<file path="config.mk">
export PLATFORM = sky130hd
export DESIGN_NAME = instruction_fetch
export DESIGN_NICKNAME = d
export VERILOG_FILES = /design/src/rtl/instruction_fetch.sv
export SDC_FILE = /design/constraint.sdc
export NUM_CORES = 1
export LEC_CHECK = 0
export BUFFER_PORTS_ARGS = -buffer_cell sky130_fd_sc_hd__buf_2
export CAP_MARGIN = 10
export CORE_MARGIN = 2
export CORE_UTILIZATION = 40
export CTS_BUF_LIST = sky130_fd_sc_hd__clkbuf_4 sky130_fd_sc_hd__clkbuf_8
export DETAILED_ROUTE_END_ITERATION = 8
export GPL_TIMING_DRIVEN = 1
export HOLD_SLACK_MARGIN = 0.05
export PLACE_DENSITY = 0.68
export RECOVER_POWER = 50
export SETUP_SLACK_MARGIN = 0.3
export SLEW_MARGIN = 20
export SYNTH_ARGS = -nofsm -noshare
export SYNTH_HDL_FRONTEND = slang
export SYNTH_SLANG_ARGS = --single-unit
</file>
<file path="constraint.sdc">
create_clock -name clk -period 2.7 [get_ports clk]
set_input_delay 0 -clock clk [delete_from_list [all_inputs] [get_ports clk]]
set_output_delay 0 -clock clk [all_outputs]
set_load 0.01 [all_outputs]
</file>
<file path="src/rtl/instruction_fetch.sv">
// Instruction fetch stage: issues imem reads, captures into the IF/ID register, tracks timeouts.
// Latency: capture on the cycle imem_ack arrives; next fetch issues two cycles after a capture.
// Backpressure: any stall bit suppresses requests in FETCH; flush overrides everything.
module instruction_fetch #(
  parameter logic [15:0] RESET_PC  = 16'h0000,
  parameter logic [15:0] NOP_INSTR = 16'h4C00  // bits [15:13] must not be 3'b000 or 3'b001
) (
  input  logic        clk,
  input  logic        rst,
  input  logic [7:0]  stall,
  input  logic [15:0] PC_next,
  input  logic        flush,
  input  logic [15:0] flush_pc,
  output logic        imem_req,
  output logic [15:0] imem_addr,
  input  logic        imem_ack,
  input  logic [15:0] imem_rdata,
  output logic [15:0] instr_out,
  output logic        instr_valid,
  output logic [15:0] PC_out,
  output logic [2:0]  three_msb,
  output logic [12:0] thirteen_lsb,
  output logic        fetch_err,
  output logic [15:0] fetch_count
);

  typedef enum logic [1:0] {
    FETCH   = 2'd0,
    ADVANCE = 2'd1,
    ERROR   = 2'd2
  } state_t;

  state_t      state_q, state_d;
  logic [15:0] fetch_addr_q, fetch_addr_d;
  logic [15:0] instr_q, instr_d;
  logic        valid_q, valid_d;
  logic [15:0] pc_q, pc_d;
  logic [7:0]  wait_cnt_q, wait_cnt_d;
  logic [15:0] fetch_count_q, fetch_count_d;
  logic        err_q, err_d;

  // Request only in FETCH when neither stalled nor flushed; rst gates it so a
  // request drops in the very cycle reset asserts.
  always_comb begin
    imem_req  = (state_q == FETCH) & ~(|stall) & ~flush & ~rst;
    imem_addr = {fetch_addr_q[15:1], 1'b0};
  end

  // Output views of the IF/ID register and status.
  always_comb begin
    instr_out    = instr_q;
    instr_valid  = valid_q;
    PC_out       = pc_q;
    three_msb    = instr_q[15:13];
    thirteen_lsb = instr_q[12:0];
    fetch_err    = err_q;
    fetch_count  = fetch_count_q;
  end

  // Next-state logic: flush first, then per-state behaviour.
  always_comb begin
    state_d       = state_q;
    fetch_addr_d  = fetch_addr_q;
    instr_d       = instr_q;
    valid_d       = valid_q;
    pc_d          = pc_q;
    wait_cnt_d    = wait_cnt_q;
    fetch_count_d = fetch_count_q;
    err_d         = err_q;

    if (flush) begin
      // Any ack in this cycle is dropped; the restart address is halfword aligned.
      fetch_addr_d = {flush_pc[15:1], 1'b0};
      instr_d      = NOP_INSTR;
      valid_d      = 1'b0;
      wait_cnt_d   = 8'd0;
      state_d      = FETCH;
    end else begin
      case (state_q)
        FETCH: begin
          if (imem_req) begin
            if (imem_ack) begin
              instr_d       = imem_rdata;
              pc_d          = fetch_addr_q;
              valid_d       = 1'b1;
              fetch_count_d = fetch_count_q + 16'd1;
              wait_cnt_d    = 8'd0;
              state_d       = ADVANCE;
            end else if (wait_cnt_q == 8'd254) begin
              // The 255th unanswered request cycle is a timeout.
              wait_cnt_d = 8'd255;
              err_d      = 1'b1;
              state_d    = ERROR;
            end else begin
              wait_cnt_d = wait_cnt_q + 8'd1;
            end
          end
        end
        ADVANCE: begin
          // PC_next was refreshed by the controller on the preceding negedge;
          // this happens regardless of stall.
          fetch_addr_d = PC_next;
          instr_d      = NOP_INSTR;
          valid_d      = 1'b0;
          state_d      = FETCH;
        end
        ERROR: begin
          state_d = ERROR;
        end
        default: begin
          state_d = FETCH;
        end
      endcase
    end
  end

  // State register with asynchronous reset.
  always_ff @(posedge clk or posedge rst) begin
    if (rst) begin
      state_q       <= FETCH;
      fetch_addr_q  <= RESET_PC;
      instr_q       <= NOP_INSTR;
      valid_q       <= 1'b0;
      pc_q          <= RESET_PC;
      wait_cnt_q    <= 8'd0;
      fetch_count_q <= 16'd0;
      err_q         <= 1'b0;
    end else begin
      state_q       <= state_d;
      fetch_addr_q  <= fetch_addr_d;
      instr_q       <= instr_d;
      valid_q       <= valid_d;
      pc_q          <= pc_d;
      wait_cnt_q    <= wait_cnt_d;
      fetch_count_q <= fetch_count_d;
      err_q         <= err_d;
    end
  end

endmodule

</file>
-- Word level (Yosys, flattened, before mapping)
Cells that the tools add are included.
- output and inout port bits: 83
- bits in writable memories: 0
- flip-flop bits (word level): 76
- memory bits (read-only): 0
- bits in latches: 0
- memories: 0
- logic and storage cells: 54
- mux-type cells: 20
- equality and inequality tests: 6
- $lt $le $gt $ge: 0
- bitwise gates (word level): 7
- reduce and logical (&&, ||, !) cells: 11
- divide/modulo/power cells: 0
- add/subtract/negate cells: 2
- multiply operators: 0
- shift operators: 0
- operators with widths (cell ; count):
    $mux W16 ; 5
    $mux W8 ; 5
    $pmux W16 S2 ; 1
    $add A16 B1 Y16 const B ; 1
    $add A8 B1 Y8 const B ; 1
    $eq A8 B8 Y1 const B ; 1
    $mux W2 ; 4
    $reduce_or A8 Y1 ; 1
    $ne A3 B3 Y1 const B ; 2
    $reduce_bool A2 Y1 ; 3
    $reduce_and A5 Y1 ; 1
    $ne A4 B3 Y1 const B ; 1
    $not A1 Y1 ; 4
    $pmux W2 S2 ; 1
    $reduce_and A2 Y1 ; 2
    $reduce_and A4 Y1 ; 1
    $and A1 B1 Y1 ; 3
    $mux W1 ; 3
    $reduce_and A3 Y1 ; 1
    $reduce_bool A3 Y1 ; 1
    $eq A2 B1 Y1 const B ; 1
    $eq A2 B2 Y1 const B ; 1
    $logic_not A2 Y1 ; 1
    $pmux W1 S2 ; 1

-- Longest topological paths before layout
- depth in word-level cells: 8
- depth in mapped cells: 7
- gate-level depth less buffers: 5

-- Worst setup path before layout
Ideal clock, no wire load.
- path type: reg2reg
- from: register state_q[1]
- to: register wait_cnt_q[7]
- path slack: 892 ps
- path buffers: 0
- data arrival time: 1739 ps
- setup time: 69 ps
- cell stages (with the launch flop): 5
- required time: 2631 ps
- cell sequence: dfrtp_1 > or4_4 > nor4_4 > or3b_1 > nand3_1
- longest elaborated chain between the ends: 6
- RTL lines (item ; line ; text):
    from (decl) ; 33 ; state_t state_q, state_d;
    from (signal assigned) ; 129 ; state_q <= state_d;
    $logic_not A2 Y1 (*) ; 45, 79 ;
    $and A1 B1 Y1 (3 in a row) ; 45 ; imem_req = (state_q == FETCH) & ~(|stall) & ~flush & ~rst;
    $reduce_bool A2 Y1 (no line) ; -- ;
    $reduce_and A2 Y1 (no line) (*) ; -- ;
    to (signal assigned) ; 134 ; wait_cnt_q <= wait_cnt_d;
    to (decl) ; 38 ; logic [7:0] wait_cnt_q, wait_cnt_d;
Every way passes the cells marked *; elsewhere a longest branch is shown, timed or not.
A chain may end at the register's enable or synchronous reset.

-- Worst setup path in the final report
- from: register state_q[0]
- to: register pc_q[11] (netlist: PC_out[11])
- longest elaborated chain between the ends: 5
- RTL lines (item ; line ; text):
    $logic_not A2 Y1 (*) ; 45, 79 ;
    $and A1 B1 Y1 (3 in a row) ; 45 ;
    $reduce_and A4 Y1 (no line) (*) ; -- ;
    to (signal assigned) ; 133 ; pc_q <= pc_d;
    to (decl) ; 37 ; logic [15:0] pc_q, pc_d;
Marks and branches as above.

==> impl_metrics.json <==
{
  "critPathTopFamily": "simple AND/OR/NAND/NOR gates",
  "drtIter0Drc": 66,
  "drc": 0,
  "via_count": 2877,
  "grt_pass1_vias": 2887,
  "routabilityCongestion": 0.797,
  "crit_chain": "nor4_1 -> nand4_1 -> clkinv_1 -> buf_4 -> mux2_2",
  "firstDrtPassIters": 4,
  "endpoint": "PC_out[11]",
  "grt_max_degree": 40,
  "ys_seq_area_share_pct": 53.5,
  "slew_viol_final": 38,
  "post_cts_buffers": 0,
  "startpoint_type": "flip-flop",
  "cp-startpoint": "state_q[0]",
  "ios": 143,
  "worstPathRequired_ns": 2.92,
  "coreArea_um2": 8680,
  "power_w": 0.00241,
  "htreeDepth": 3,
  "cp_max_fo": 16,
  "fp.dieW_um": 98.4,
  "cts.sinks": 76,
  "synthCells": 317,
  "maxCapViolations": 1,
  "powerDensity_nw_per_um2": 503,
  "ant_nets": 0,
  "path_depth": 5,
  "cts_tree": "done",
  "synth_cell_types": 39,
  "fmax_ghz": 0.490,
  "max_slew_margin_pct": -13.0,
  "power_switching_w": 0.000559,
  "grt.overflow.total": 0,
  "seqCellArea_um2": 1910,
  "async_flop_share_pct": 100,
  "end_kind": "flip-flop",
  "synth_top_area_share_pct": 51.3,
  "slowest_delay_ns": 0.48,
  "combPwrFrac_pct": 10.1,
  "final_util_pct": 55.3,
  "worstSetupPathType": "flip-flop to flip-flop",
  "antenna_found_initial": 1,
  "p_int_w": 0.00185,
  "seq_power_share_pct": 49.2,
  "port_buffers": 140,
  "fin_nets": 542,
  "fin_skew_ns": 0.00696,
  "worst_slew_pin_slew_ns": 1.69,
  "cp.buffers_inverters": 2,
  "vdd_drop_max_v": 0.000248,
  "cts_root_buf": "clkbuf_8",
  "cts.reportedPaths.clkPinSlew_ns": 0.08,
  "worst_r2r_path_depth": 5,
  "cts_made_buffers": 9,
  "multi_input_area_um2": 1330,
  "routed_wl_um": 8380,
  "synth_top_area_cell": "dfrtp_1",
  "hold_violations": 0,
  "dieHeight_um": 98.4,
  "rsz0062_at_grt": "no",
  "fin_setup_tns_ns": 0,
  "wl_per_cell_um": 14.2,
  "fill_cells": 810,
  "arrival_ns": 2.26,
  "dieArea_um2": 9680,
  "status": "complete, but fails checks",
  "total_leakage_power_nw": 2.22,
  "clkPwrFrac_pct": 40.7,
  "syn2layout_area_growth_pct": 34.6,
  "synth_area_leaders": "dfrtp_1, buf_4, mux2_2",
  "avgSynthCellArea_um2": 11.2,
  "drive_above_1_share_pct": 23.3,
  "synth_area_um2": 3560,
  "min_path_type": "input pin to flip-flop",
  "clock_latency_ns": 0.34,
  "critPathSlowestCell": "dfrtp_1",
  "r2r-end": "PC_out[11]",
  "ys_seq_elements": 76,
  "cts_max_path_buffers": 2,
  "r2r_slack_ns": 0.66,
  "violations": "max-capacitance violations, max-slew violations",
  "syn_nets": 380,
  "vias_per_cell": 4.86,
  "grt_first_pass_wirelength_um": 14000,
  "initial_utilization_pct": 41.0,
  "antenna_cells": 0,
  "setup_viol": 0,
  "grt_use_total_pct": 17.9,
  "ys_warn_count": 0,
  "layout_worst_path_cycle_share_pct": 75.6,
  "ys_dominant_reg_cell": "dfrtp_1",
  "rows": 34,
  "r2r-start": "state_q[0]",
  "swShare_pct": 23.2,
  "dp_hpwl_um": 5690,
  "period_minus_slack_ns": 2.04,
  "synth_edf_count": 0
}
[cells in the mapped netlist, types with 2 or more instances]
cell type / n
and4_1: 3
nand4_1: 6
nor4_4: 2
a22o_1: 13
clkbuf_1: 6
nor3_1: 4
xnor2_1: 15
and3_1: 2
nor4_1: 4
nand2b_1: 3
dfrtp_1: 73
or4_1: 3
mux2_2: 17
o21ai_0: 27
dfstp_2: 3
o22a_1: 3
buf_4: 33
nand3_1: 14
mux2i_1: 15
inv_1: 8
ha_1: 3
nand2_1: 30
buf_2: 4
a21oi_1: 5
or4_4: 2
nor2_1: 6
[kinds of logic after synthesis]
family	after synthesis	share of synthesized area, %
AND/OR/NAND/NOR	82	12.8
flip-flops	76	53.5
AO/OA/AOI/OAI	54	9.76
buffers and inverters	54	9.52
multiplexers	32	9.59
XOR/XNOR	15	3.69
adder cells (fa/ha/maj)	3	1.05
other	1	0.105
[cell type report]
cell class	count	area share (%)
Clock buffer	11	3.03
Clock inverter	5	1.75
Inverter	9	0.730
Multi-Input combinational cell	187	27.7
Sequential cell	76	39.7
Tap cell	108	2.82
Timing Repair Buffer	196	24.2
[power groups by stage]
stage / logic [W] / clock network, W / registers (W)
finish: 0.000243 / 0.000982 / 0.00119
global route: 0.000270 / 0.00107 / 0.00119
CTS: 0.000249 / 0.00101 / 0.00119
detailed placement: 0.000188 / 0 / 0.00121
global placement: 0.000184 / 0 / 0.00121
floorplan: 0.000125 / 0 / 0.00121
[worst register-to-register path, delay by kind of cell, from the launching register on]
kind	cells	cell delay [ns]
DFF	1	0.48
muxes	1	0.37
buffers and inverters	2	0.54
and+or+nand+nor	2	0.54
[how the worst min path moves through the flow]
stage          slack [ns]              to  cells after the start           from
2_1_floorplan        0.14    instr_out[0]                      1  imem_rdata[0]
3_3_place_gp         0.14  fetch_count[9]                      2            rst
3_5_place_dp         0.15  fetch_count[7]                      2            rst
4_1_cts              0.14  fetch_count[3]                      5       stall[2]
5_1_grt              0.15  fetch_count[7]                      5       stall[3]
6_report             0.15   wait_cnt_q[1]                      5       stall[1]
[state kept, by name (all words and copies together), names as in the netlist]
| name | flops |
|---|---|
| PC_out | 16 |
| fetch_addr_q | 16 |
| fetch_count | 16 |
| fetch_err | 1 |
| instr_out | 16 |
| instr_valid | 1 |
| state_q | 2 |
| wait_cnt_q | 8 |
[layout by cell type, fill, tap and decap left out, types with 7 or more instances in the layout]
cell type and n:
clkbuf_1 76, nand3_1 14, clkbuf_8 10, xnor2_1 15, dfrtp_1 73, dlygate4sd3_1 49, a22o_1 13, mux2i_1 15
mux2_2 17, nand2_1 30, buf_2 64, o21ai_0 27, inv_1 7
[repair_timing]
item                       CTS  global route
hold endpoints to repair    70             0
gates resized for setup      0             1
hold buffers                49             0
setup endpoints to repair    0            13
[metrics by stage]
step           setup slack (ns)  cell area [um2]  std cells  hold WS (ns)
6_report                  0.658             4800        592         0.151
5_1_grt                   0.428             4800        592         0.154
4_1_cts                   0.508             4880        592         0.136
3_5_place_dp              0.530             4160        527         0.151
3_3_place_gp              0.552             4160        527         0.138
2_1_floorplan             0.767             3560        317         0.140
[per-layer routing]
| metal | vias to the layer above | global-route usage, % | part of all wire (%) |
|---|---|---|---|
| met5 | - | 0 | 0.16 |
| met4 | 2 | 4.85 | 0.88 |
| met3 | 10 | 5.80 | 6.5 |
| met2 | 96 | 29.1 | 49 |
| met1 | 1360 | 23.2 | 43 |
| li1 | 1409 | - | - |
(Power assumes the default switching activity.)
